[src/rtl/mem_port_arbiter.sv]
// Arbitrates the single-port instruction RAM between the host loader and the fetch unit.
// An IDLE/RUN/DRAIN sequencer selects which port may be granted. Read data comes back in grant order.
module mem_port_arbiter #(
  parameter int AW           = 9,
  parameter int DW           = 32,
  parameter int STARVE_LIMIT = 8
) (
  input  logic          clock,
  input  logic          rst_n,
  input  logic          working,
  input  logic          host_req,
  input  logic          host_wr,
  input  logic [AW-1:0] host_addr,
  input  logic [DW-1:0] host_wdata,
  output logic          host_gnt,
  output logic          host_rvalid,
  output logic [DW-1:0] host_rdata,
  input  logic          fetch_req,
  input  logic [AW-1:0] fetch_addr,
  output logic          fetch_gnt,
  output logic          fetch_rvalid,
  output logic [DW-1:0] fetch_rdata,
  output logic [AW-1:0] ram_addr,
  output logic          ram_wr,
  output logic [DW-1:0] ram_wdata,
  output logic          ram_rd,
  input  logic [DW-1:0] ram_rdata,
  output logic          busy,
  output logic [1:0]    dbg_state
);

  // Handshake (both ports): a transfer happens at a posedge where req and gnt are both high.
  // The requester holds its address/data stable until gnt; gnt never depends on the held data.

  typedef enum logic [1:0] {ST_IDLE = 2'd0, ST_RUN = 2'd1, ST_DRAIN = 2'd2} state_e;
  typedef enum logic [1:0] {TAG_NONE = 2'd0, TAG_HOST = 2'd1, TAG_FETCH = 2'd2} tag_e;

  localparam logic [7:0] LIMIT = 8'(STARVE_LIMIT);

  state_e        state_q, state_d;
  tag_e          tag1_q, tag1_d, tag2_q, tag2_d;
  logic [7:0]    starve_q, starve_d;
  logic [AW-1:0] ram_addr_q, ram_addr_d;
  logic [DW-1:0] ram_wdata_q, ram_wdata_d;
  logic          ram_wr_q, ram_wr_d;
  logic          ram_rd_q, ram_rd_d;
  logic          starve_hit;

  always_comb begin
    host_gnt   = 1'b0;
    fetch_gnt  = 1'b0;
    starve_hit = (starve_q == LIMIT);
    case (state_q)
      ST_IDLE: host_gnt = host_req;
      ST_RUN: begin
        host_gnt  = host_req && (!fetch_req || starve_hit);
        fetch_gnt = fetch_req && !host_gnt;
      end
      default: ;
    endcase
    // Grants are held off for the whole time reset is asserted.
    if (!rst_n) begin
      host_gnt  = 1'b0;
      fetch_gnt = 1'b0;
    end
  end

  always_comb begin
    ram_addr_d  = ram_addr_q;
    ram_wdata_d = ram_wdata_q;
    ram_wr_d    = 1'b0;
    ram_rd_d    = 1'b0;
    tag1_d      = TAG_NONE;
    tag2_d      = tag1_q;
    starve_d    = starve_q;
    state_d     = state_q;

    if (host_gnt) begin
      ram_addr_d = host_addr;
      if (host_wr) begin
        ram_wr_d    = 1'b1;
        ram_wdata_d = host_wdata;
      end else begin
        ram_rd_d = 1'b1;
        tag1_d   = TAG_HOST;
      end
    end else if (fetch_gnt) begin
      ram_addr_d = fetch_addr;
      ram_rd_d   = 1'b1;
      tag1_d     = TAG_FETCH;
    end

    if (!host_req || host_gnt) begin
      starve_d = 8'd0;
    end else if (fetch_gnt && !starve_hit) begin
      starve_d = starve_q + 8'd1;
    end

    case (state_q)
      ST_IDLE:  if (working) state_d = ST_RUN;
      ST_RUN:   if (!working) state_d = ST_DRAIN;
      ST_DRAIN: begin
        if (working) state_d = ST_RUN;
        else if (tag1_q == TAG_NONE && tag2_q == TAG_NONE) state_d = ST_IDLE;
      end
      default:  state_d = ST_IDLE;
    endcase
  end

  always_ff @(posedge clock or negedge rst_n) begin
    if (!rst_n) begin
      state_q     <= ST_IDLE;
      tag1_q      <= TAG_NONE;
      tag2_q      <= TAG_NONE;
      starve_q    <= 8'd0;
      ram_addr_q  <= '0;
      ram_wdata_q <= '0;
      ram_wr_q    <= 1'b0;
      ram_rd_q    <= 1'b0;
    end else begin
      state_q     <= state_d;
      tag1_q      <= tag1_d;
      tag2_q      <= tag2_d;
      starve_q    <= starve_d;
      ram_addr_q  <= ram_addr_d;
      ram_wdata_q <= ram_wdata_d;
      ram_wr_q    <= ram_wr_d;
      ram_rd_q    <= ram_rd_d;
    end
  end

  assign ram_addr     = ram_addr_q;
  assign ram_wdata    = ram_wdata_q;
  assign ram_wr       = ram_wr_q;
  assign ram_rd       = ram_rd_q;
  assign host_rvalid  = (tag2_q == TAG_HOST);
  assign fetch_rvalid = (tag2_q == TAG_FETCH);
  assign host_rdata   = ram_rdata;
  assign fetch_rdata  = ram_rdata;
  assign busy         = (state_q != ST_IDLE) || (tag1_q != TAG_NONE) || (tag2_q != TAG_NONE);
  assign dbg_state    = state_q;

endmodule

[config.mk]
export PLATFORM = sky130hd
export DESIGN_NAME = mem_port_arbiter
export DESIGN_NICKNAME = d
export VERILOG_FILES = /design/src/rtl/mem_port_arbiter.sv
export SDC_FILE = /design/constraint.sdc
export NUM_CORES = 1
export LEC_CHECK = 0
export ABC_AREA = 1
export CAP_MARGIN = 20
export CORE_MARGIN = 8
export CORE_UTILIZATION = 37
export CTS_CLUSTER_DIAMETER = 120
export DETAILED_ROUTE_END_ITERATION = 7
export PLACE_DENSITY_LB_ADDON = 0.2
export SLEW_MARGIN = 20
export SYNTH_ARGS = -nofsm -noshare
export SYNTH_HDL_FRONTEND = slang
export SYNTH_SLANG_ARGS = --single-unit
export TNS_END_PERCENT = 50
[constraint.sdc]
create_clock -name clock -period 1.7 [get_ports clock]
set_input_delay 0.34 -clock clock [delete_from_list [all_inputs] [get_ports clock]]
set_output_delay 0.34 -clock clock [all_outputs]
set_load 0.02 [all_outputs]
==> results of run 1 <==
power breakdown:
group	total, mW	switching (mW)	leakage (nW)	internal [mW]
Combinational	1.49	0.750	1.61	0.739
Sequential	1.71	0.121	0.730	1.59
Clock	1.47	0.568	0.115	0.900
worst max-delay path by stage:
stage	endpoint	slack, ns	cells after the start	from
floorplan	fetch_gnt	0.04	10	starve_q[0]$_DFFE_PN0P_
global placement	ram_wdata[0]$_DFFE_PN0P_	-0.51	9	host_req
detailed placement	ram_wdata[21]$_DFFE_PN0P_	-0.52	9	host_req
CTS	fetch_gnt	-0.19	10	starve_q[1]$_DFFE_PN0P_
global route	ram_wdata[1]$_DFFE_PN0P_	-0.26	12	starve_q[0]$_DFFE_PN0P_
finish	ram_wdata[10]$_DFFE_PN0P_	-0.18	12	starve_q[0]$_DFFE_PN0P_
registers in the layout (all words and copies together), names as in the netlist:
register   cells
ram_rd         1
ram_wdata     32
tag2_q         2
tag1_q         2
ram_wr         1
starve_q       8
ram_addr       9
dbg_state      2
kinds of logic (layout without fill, tap and decap cells):
family,Yosys count,after routing,share of synthesized area [%]
flops,57,57,44.8
compound gates,41,41,7.79
buf+inv,103,193,21.2
xor+xnor,4,4,1.10
fa+ha+maj,2,2,0.786
simple gates,182,185,24.3
final cells by class:
type / count / area (um2)
clock buffers: 11 / 151
flip-flops and latches: 57 / 1430
multi-input cells: 232 / 1200
clock inverters: 5 / 77.6
well taps: 108 / 135
repair buffers: 154 / 1610
fillers: 789 / 3820
inverters: 23 / 88.8
metrics by stage:
step / power [mW] / hold slack, ns
floorplan: 2.54 / 0.0444
global placement: 3.07 / 0.360
detailed placement: 3.08 / 0.369
CTS: 4.68 / 0.206
global route: 4.89 / 0.240
finish: 4.67 / 0.164
metal layers:
| layer | track usage, % | vias to the layer above | wire length, um |
|---|---|---|---|
| met2 | 25.3 | 110 | 4450 |
| li1 | - | 1347 | - |
| met4 | 6.84 | 0 | 136 |
| met1 | 17.5 | 1287 | 3810 |
| met5 | 0 | - | 0 |
| met3 | 7.68 | 14 | 904 |
cell usage in the layout (no fill, tap or decap), types with 11 or more instances in the layout:
master | Yosys | final
o21ai_0 | 27 | 15
nand3_1 | 26 | 22
buf_4 | 66 | 37
inv_1 | 20 | 17
clkdlybuf4s50_1 | 0 | 85
dlymetal6s2s_1 | 0 | 12
dfrtp_1 | 57 | 56
nor2_1 | 13 | 11
o21ai_1 | 6 | 16
nand2_1 | 128 | 122
clkbuf_8 | 0 | 11
what timing repair did:
action | in CTS | in global routing
setup buffers | 16 | 9
hold buffers | 0 | 0
pin swaps | 15 | 15
gates cloned | 7 | 0
gates resized for setup | 43 | 39
setup endpoints to repair | 44 | 66
cells in the mapped netlist:
cell,count,area share (%)
inv_1,20,2.4
nand2_1,128,15
o21ai_0,27,4.2
nor2_1,13,1.5
buf_4,66,16
ha_1,2,0.79
clkbuf_1,3,0.35
nand3_2,1,0.31
nor2_2,2,0.39
a21oi_4,1,0.51
a21boi_0,1,0.24
inv_2,3,0.35
o2111ai_1,2,0.55
o21bai_4,1,0.59
buf_2,5,0.79
nor2_8,1,0.63
clkbuf_2,2,0.31
o211ai_2,1,0.39
buf_6,4,1.4
nand4_1,6,1.2
nand3_1,26,4.1
xor2_1,4,1.1
o21ai_1,6,0.94
nor4_1,1,0.20
a21oi_1,2,0.31
nand2_4,1,0.35
nand2_2,2,0.39
nor3_1,1,0.16
dfrtp_1,57,45
==> metrics.md, run 1 <==
| Metric | Value |
|---|---|
| Initial Util | `about 37%` |
| Fin Setup TNS | `-3.96 ns` |
| Die Ht | `109 um` |
| Sequential area share after synthesis | `44.8%` |
| Crit-path slowest cell | `dfrtp_1` |
| Crit path buffers/inverters | `5` |
| Max rail drop VDD | `~0.52 mV` |
| Leak | `approximately 2.5 nW` |
| Area after DPL | `between 3000 and 4000 um2` |
| Clk_lat worst skew | `0.34 ns` |
| First-pass GRT wire length | `14,600 um` |
| Vias | `approximately 2,800` |
| Number of global-route vias before repair | `just under 3,000` |
| FMAX | `533 MHz` |
| Crit path launch type | `flop` |
| Setup-failing EPs final | `34` |
| CTS Buffer Depth | `2` |
| Relative slew margins | `a little over half` |
| Layout cell share with drive strength beyond 1 | `between 20% and 30%` |
| Drt pass-1 iters | `4` |
| Worst setup EP type | `flop` |
| CTS HTree Levels | `3` |
| Global Route Usage Sum | `between 10% and 20%` |
| # diodes | `0` |
| Reg2Reg Depth | `12` |
| Mean area per synthesized cell | `a little over 8 um2` |
| Status | `complete, but fails checks` |
| Post-synthesis net count | `479` |
| Std-Cell Rows | `34` |
| Antenna-violating nets left | `0` |
| Min-delay worst type | `in -> async` |
| Finished Core Util | `a little under three fifths` |
| Synth cell types | `29` |
| Via density | `4.67` |
| Syn. warnings | `0` |
| CTS tree | `built` |
| Synth Instances | `approximately 390` |
| Dpl hpwl | `about 5800 um` |
| Pwr Density | `roughly 990 nW/um2` |
| Yosys reg bits | `57` |
| Final GP Congestion | `about 0.8` |
| Failing checks | `negative setup slack` |
| Crit path max-delay family | `buffers and inverters` |
| GRT overflow | `0` |
| IO Port Bufs | `between 100 and 150` |
| Final worst slack | `-0.176 ns` |
| Crit path max fanout | `11` |
| Design Area, Final | `about 4700 um2` |
| CP Cell Sequence | `inv_2, ha_4, nand3_2, o21bai_4, nand2_4, buf_12, buf_16, nor2_4, buf_6, buf_16, nand2_1, nand2_1` |
| R2r startpoint | `starve_q[0]$_DFFE_PN0P_` |
| RSZ-0062 raised after global routing | `yes` |
| Fin cells | `between 500 and 600` |
| Internal reg-to-reg setup slack | `-0.18 ns` |
| FF-to-FF End | `ram_wdata[10]$_DFFE_PN0P_` |
| Clock root cell | `clkbuf_8` |
| Initial detailed-routing violation count | `49` |
| DIE AREA | `around 12,000 um2` |
| Maximum Capacitance Violations | `0` |
| Chip width | `109 um` |
| Nets@finish | `~570` |
| Period utilization | `110%` |
| Detailed Route WL | `about 9300 um` |
| Clock skew after layout | `0.00748 ns` |
| Largest net degree at the start of global routing | `58` |
| Fin crit period | `~1.9 ns` |
| Initial antenna violation count | `0` |
| Max Slew Vio Count | `0` |
| Final Hold Fails | `0` |
| Dpl cells | `roughly 550` |
| DRC | `0` |
| Required time of the critical path | `between 1.5 and 2 ns` |
| I/O pin cnt | `202` |
| CTS clk-pin slew, worst paths | `~0.070 ns` |
| CORE AREA | `8510 um2` |
| Slowest cell delay on critical path | `around 0.40 ns` |
| Slew @ Worst Pin | `0.715 ns` |
| CTS Buf Count | `9` |
| Area Overhead vs Synth | `47.4%` |
| Mapped Area | `3180 um2` |
| CTS sink cnt | `57` |
| Pre-CTS setup slack | `-0.522 ns` |
| Routed len/inst | `approximately 16 um` |
| Crit Path Class | `reg -> reg` |
| CP arrival | `2.15 ns` |
Note: power is estimated with default switching activity, not from simulation.
==> run 2, diff against run 1 <==
Settings changed: RECOVER_POWER from default to 100.
==> metrics.md, run 2 (same netlist as run 1, synthesis figures left out) <==
| Metric | Value |
|---|---|
| Chip width | `109 um (unchanged)` |
| GRT overflow | `0 (unchanged)` |
| R2r startpoint | `starve_q[0]$_DFFE_PN0P_` |
| IO Port Bufs | `105 (unchanged)` |
| Area Overhead vs Synth | `44.1%` |
| Max Slew Vio Count | `0 (unchanged)` |
| Status | `complete, but fails checks` |
| Commonest non-fill, non-tap cell in the layout | `nand2_1` |
| # fillers | `817 (+3.5%)` |
| Number of global-route vias before repair | `2,921 (unchanged)` |
| Dpl hpwl | `5780 um (unchanged)` |
| Area of the multi-input gates | `1200 um2 (unchanged)` |
| Std-Cell Rows | `34 (unchanged)` |
| Number of flip-flops in the largest register | `32 (unchanged)` |
| Sw frac | `31.3% (+0.48 points)` |
| Required time of the critical path | `1.98 ns (about the same)` |
| Nets@finish | `567 (unchanged)` |
| Largest net degree at the start of global routing | `58 (unchanged)` |
| Detailed Route WL | `9310 um (+0.16%)` |
| Clk_lat worst skew | `0.34 ns (about the same)` |
| Final GP Congestion | `0.799 (unchanged)` |
| Design Area, Final | `4590 um2 (-2.2%)` |
| CTS clk-pin slew, worst paths | `0.07 ns (about the same)` |
| Period utilization | `110% (-0.27 points)` |
| Via density | `4.69 (+0.25%)` |
| Finished Core Util | `53.9% (-1.2 points)` |
| Pwr Density | `1000 nW/um2 (+0.89%)` |
| Reg2Reg Depth | `12 (unchanged)` |
| Reg power frac | `37.2% (+0.6 points)` |
| Worst setup startpoint | `starve_q[0]$_DFFE_PN0P_` |
| CTS Buf Count | `9 (unchanged)` |
| CTS tree | `built` |
| Relative slew margins | `7.17% (-45 points)` |
| CTS sink cnt | `57 (unchanged)` |
| Internal reg-to-reg setup slack | `-0.17 ns (about the same)` |
| Area after DPL | `3980 um2 (unchanged)` |
| DRC | `0 (unchanged)` |
| Crit path launch type | `flop` |
| Slew @ Worst Pin | `1.39 ns (+0.677 ns)` |
| Global Route Usage Sum | `15.8% (unchanged)` |
| Register area | `1430 um2 (about the same)` |
| RSZ-0062 raised after global routing | `yes` |
| Worst setup path end | `ram_wdata[10]$_DFFE_PN0P_` |
| Failing checks | `negative setup slack` |
| # diodes | `0 (unchanged)` |
| Max rail drop VDD | `0.509 mV (-3.0%)` |
| Vias | `2,765 (+0.25%)` |
| Setup-failing EPs final | `34 (unchanged)` |
| DIE AREA | `11,800 um2 (unchanged)` |
| Die Ht | `109 um (unchanged)` |
| FMAX | `534 MHz (+0.25%)` |
| Crit Path Class | `reg -> reg` |
| CORE AREA | `8510 um2 (unchanged)` |
| Int Power | `3.16 mW (-2.1%)` |
| CTS HTree Levels | `3 (unchanged)` |
| Fin crit period | `1.87 ns (-0.00460 ns)` |
| Worst hold slack | `0.438 ns (+0.274 ns)` |
| FF-to-FF End | `ram_wdata[10]$_DFFE_PN0P_` |
| Clk network pwr share | `31.9% (+0.4 points)` |
| Maximum Capacitance Violations | `0 (unchanged)` |
| Initial detailed-routing violation count | `55 (+12%)` |
| Most frequent cells in the layout | `nand2_1 (122), clkdlybuf4s50_1 (85), dfrtp_1 (57)` |
| Routed len/inst | `15.8 um (+0.16%)` |
| Initial Util | `37.4% (unchanged)` |
| Drt pass-1 iters | `4 (unchanged)` |
| Net Sw Power | `1.44 mW (+0.16%)` |
| Final worst slack | `-0.172 ns (+0.00460 ns)` |
| I/O pin cnt | `202 (unchanged)` |
| Final Hold Fails | `0 (unchanged)` |
| Logic pwr share | `30.9% (-1.0 points)` |
| Clock skew after layout | `0.00721 ns (-0.000267 ns)` |
| Layout cell share with drive strength beyond 1 | `21.2% (-0.62 points)` |
| Min-delay worst type | `reg -> reg` |
| CP arrival | `2.15 ns (about the same)` |
| Antenna-violating nets left | `0 (unchanged)` |
| Leak | `2.28 nW (-7.0%)` |
| Clock root cell | `clkbuf_8` |
| First-pass GRT wire length | `14,600 um (unchanged)` |
| Worst setup EP type | `flop` |
| CTS Buffer Depth | `2 (unchanged)` |
| Crit path max fanout | `11 (unchanged)` |
| Initial antenna violation count | `0 (unchanged)` |
==> run 2: cell count changes in the layout (fill, tap and decap cells not counted), sizes merged <==
| cell | change |
|---|---|
| clkbuf | +14 |
| dlymetal6s2s | -11 |
| buf | -3 |
==> run 2: power by group through the flow <==
stage	Clock, mW	Sequential (mW)	Combinational (mW)
after floorplan	0	2.01	0.531
after global placement	0	1.72	1.35
after detailed placement	0	1.72	1.36
after CTS	1.49	1.71	1.48
after global routing	1.56	1.74	1.53
final	1.47	1.71	1.42
==> run 2: worst min path at each step <==
stage,from,to,slack [ns],cells after the start
floorplan,rst_n,dbg_state[0]$_DFFE_PN0P_,0.04,0
global placement,tag1_q[0]$_DFF_PN0_,tag2_q[0]$_DFF_PN0_,0.36,0
detailed placement,tag1_q[1]$_DFF_PN0_,tag2_q[1]$_DFF_PN0_,0.37,0
CTS,rst_n,tag2_q[0]$_DFF_PN0_,0.21,2
global route,tag1_q[0]$_DFF_PN0_,tag2_q[0]$_DFF_PN0_,0.46,0
finish,tag1_q[1]$_DFF_PN0_,tag2_q[1]$_DFF_PN0_,0.44,0
==> run 2: final cells by class <==
type	instances	share of cell area, %
Tap cell	108	2.95
Inverter	23	1.94
Timing Repair Buffer	154	32.7
Multi-Input combinational cell	232	26.3
Clock inverter	5	1.69
Clock buffer	11	3.30
Sequential cell	57	31.1
==> run 2: what timing repair did <==
item,CTS,global route
buffers inserted,16,9
endpoints found under the setup margin,44,66
hold buffers,0,0
resized for setup,43,39
pin swaps,15,15
cloned,7,0
==> run 2: critical path, stage by stage (launching register included) <==
cell      delay, ns
dfrtp_1        0.40
inv_2          0.09
ha_4           0.15
nand3_2        0.10
o21bai_4       0.18
nand2_4        0.08
buf_12         0.16
buf_16         0.16
nor2_4         0.15
buf_6          0.13
buf_16         0.11
nand2_1        0.04
nand2_1        0.05
==> run 2: metrics by stage <==
step | std cells | TNS (ns) | total power, mW | worst slack, ns
6_report | 590 | -3.79 | 4.60 | -0.172
5_1_grt | 590 | -6.55 | 4.83 | -0.257
4_1_cts | 586 | -1.94 | 4.68 | -0.194
3_5_place_dp | 547 | -21.31 | 3.08 | -0.522
3_3_place_gp | 547 | -21.74 | 3.07 | -0.512
2_1_floorplan | 389 | 0 | 2.54 | 0.0394
==> run 2: metal layers <==
layer,vias up,global-route usage (%),routed length (um)
li1,1351,-,-
met1,1301,17.5,3810
met2,99,25.3,4500
met3,14,7.68,869
met4,0,6.84,136
met5,-,0,0
==> run 3, diff against run 2 <==
Settings changed: TNS_END_PERCENT 50 to default.
==> metrics.md, run 3 (same netlist as run 1, synthesis figures left out) <==
| Metric | Value |
|---|---|
| Worst setup startpoint | `starve_q[1]$_DFFE_PN0P_` |
| Slowest cell delay on critical path | `0.40 ns (about the same)` |
| CP Cell Sequence | `inv_2, ha_4, nand3_2, o21bai_4, nand2_4, buf_12, buf_16, nor2_4, buf_6, buf_12, nand2_1, nand2_1` |
| Die Ht | `109 um (unchanged)` |
| Largest net degree at the start of global routing | `58 (unchanged)` |
| R2r startpoint | `starve_q[1]$_DFFE_PN0P_` |
| Maximum Capacitance Violations | `0 (unchanged)` |
| Crit path buffers/inverters | `5 (unchanged)` |
| Hold_buf cts | `0 (unchanged)` |
| Clk_lat worst skew | `0.33 ns (about the same)` |
| Dpl cells | `547 (unchanged)` |
| Initial Util | `37.4% (unchanged)` |
| Initial antenna violation count | `0 (unchanged)` |
| Leak | `2.32 nW (+1.5%)` |
| Clock skew after layout | `0.00761 ns (+0.000399 ns)` |
| Number of global-route vias before repair | `2,949 (+0.96%)` |
| Fin crit period | `1.84 ns (-0.0277 ns)` |
| Crit path max-delay family | `buffers and inverters` |
| Final Hold Fails | `0 (unchanged)` |
| RSZ-0062 raised after global routing | `yes` |
| Crit path launch type | `flop` |
| CORE AREA | `8510 um2 (unchanged)` |
| Crit path max fanout | `7 (-4)` |
| CP arrival | `2.12 ns (-0.03 ns)` |
| Most frequent cells in the layout | `nand2_1 (120), clkdlybuf4s50_1 (85), dfrtp_1 (56)` |
| Pwr Density | `994 nW/um2 (-0.94%)` |
| FMAX | `542 MHz (+1.5%)` |
| Initial detailed-routing violation count | `62 (+13%)` |
| Relative slew margins | `6.18% (-0.99 points)` |
| Drt pass-1 iters | `5 (+1)` |
| Clock root cell | `clkbuf_8` |
| Area after DPL | `3980 um2 (unchanged)` |
| Hold_sp | `tag1_q[1]$_DFF_PN0_` |
| Chip width | `109 um (unchanged)` |
| Routed len/inst | `15.5 um (-2.0%)` |
| Fin cells | `598 (+1.4%)` |
| GRT overflow | `0 (unchanged)` |
| DRC | `0 (unchanged)` |
| Status | `complete, but fails checks` |
| CTS HTree Levels | `3 (unchanged)` |
| # diodes | `0 (unchanged)` |
| Final worst slack | `-0.144 ns (+0.0277 ns)` |
| CTS Buffer Depth | `2 (unchanged)` |
| Slew @ Worst Pin | `1.41 ns (+0.0149 ns)` |
| Max rail drop VDD | `0.510 mV (+0.15%)` |
| Via density | `4.67 (-0.37%)` |
| Antenna-violating nets left | `0 (unchanged)` |
| Crit-path slowest cell | `dfrtp_1` |
| CTS tree | `built` |
| Area Overhead vs Synth | `45.9%` |
| Required time of the critical path | `1.97 ns (about the same)` |
| Layout cell share with drive strength beyond 1 | `22.9% (+1.7 points)` |
| Detailed Route WL | `9250 um (-0.69%)` |
| Crit Path Class | `reg -> reg` |
| CTS clk-pin slew, worst paths | `0.07 ns (about the same)` |
| # fillers | `815 (-0.24%)` |
| Vias | `2,792 (+0.98%)` |
| Global Route Usage Sum | `16.0% (+0.21 points)` |
| Period utilization | `108% (-1.6 points)` |
| I/O pin cnt | `202 (unchanged)` |
| Total power | `4.62 mW (+0.30%)` |
| DIE AREA | `11,800 um2 (unchanged)` |
| Number of flip-flops in the largest register | `32 (unchanged)` |
| IO Port Bufs | `105 (unchanged)` |
| Setup-failing EPs final | `46 (+35%)` |
| Final GP Congestion | `0.799 (unchanged)` |
| CTS Buf Count | `9 (unchanged)` |
| CTS sink cnt | `57 (unchanged)` |
| Worst setup EP type | `flop` |
| Design Area, Final | `4640 um2 (+1.3%)` |
| Max Slew Vio Count | `0 (unchanged)` |
| Nets@finish | `575 (+1.4%)` |
| Std-Cell Rows | `34 (unchanged)` |
| Min-delay worst type | `reg -> reg` |
| First-pass GRT wire length | `14,700 um (+1.2%)` |
| Pre-CTS setup slack | `-0.522 ns (unchanged)` |
| Failing checks | `negative setup slack` |
| Commonest non-fill, non-tap cell in the layout | `nand2_1` |
| Dpl hpwl | `5780 um (unchanged)` |
run 3: final timing paths:
kind                       slack, ns                        to  cells after the start
max                            -0.14  ram_wdata[3]$_DFFE_PN0P_                     12
min                             0.44       tag2_q[1]$_DFF_PN0_                      0
max reg2reg                    -0.14  ram_wdata[3]$_DFFE_PN0P_                     12
min reg2reg                     0.44       tag2_q[1]$_DFF_PN0_                      0
max in group asynchronous       0.31  dbg_state[0]$_DFFE_PN0P_                      2
min in group asynchronous       0.47       tag2_q[0]$_DFF_PN0_                      2
run 3: report_power, final:
group | switching [mW] | internal (mW)
clock network | 0.568 | 0.900
registers | 0.122 | 1.59
logic | 0.751 | 0.687
run 3: through the flow:
| step | util [%] | hold slack [ns] | setup TNS [ns] |
|---|---|---|---|
| final | 54.6 | 0.438 | -3.33 |
| after global routing | 54.6 | 0.457 | -7.57 |
| after CTS | 54.1 | 0.206 | -1.87 |
| after detailed placement | 46.7 | 0.369 | -21.31 |
| after global placement | 46.7 | 0.360 | -21.74 |
| after floorplan | - | 0.0444 | 0 |
run 3: what timing repair did:
action                     CTS  global route
pin swaps                   16            16
gates resized for setup     40            45
buffers inserted            21            12
gates cloned                 7             0
setup endpoints to repair   44            64
run 3: worst register-to-register path: stages (launching register included):
cell      delay [ns]
dfrtp_1         0.40
inv_2           0.08
ha_4            0.14
nand3_2         0.10
o21bai_4        0.18
nand2_4         0.08
buf_12          0.14
buf_16          0.14
nor2_4          0.17
buf_6           0.13
buf_12          0.11
nand2_1         0.05
nand2_1         0.06
run 3: area by class of cell:
type                    instances  area (um2)  area share, %
repair buffers                162        1570           33.9
flip-flops and latches         57        1430           30.7
multi-input cells             232        1190           25.7
clock buffers                  11         151           3.26
well taps                     108         135           2.91
inverters                      23        86.3           1.86
clock inverters                 5        77.6           1.67
run 3: routing by layer:
layer	part of all wire (%)	vias up	track usage [%]
met1	41	1323	17.4
met5	0	-	0
met2	49	97	26.2
met4	1.3	0	6.84
met3	9.3	12	7.68
li1	-	1360	-
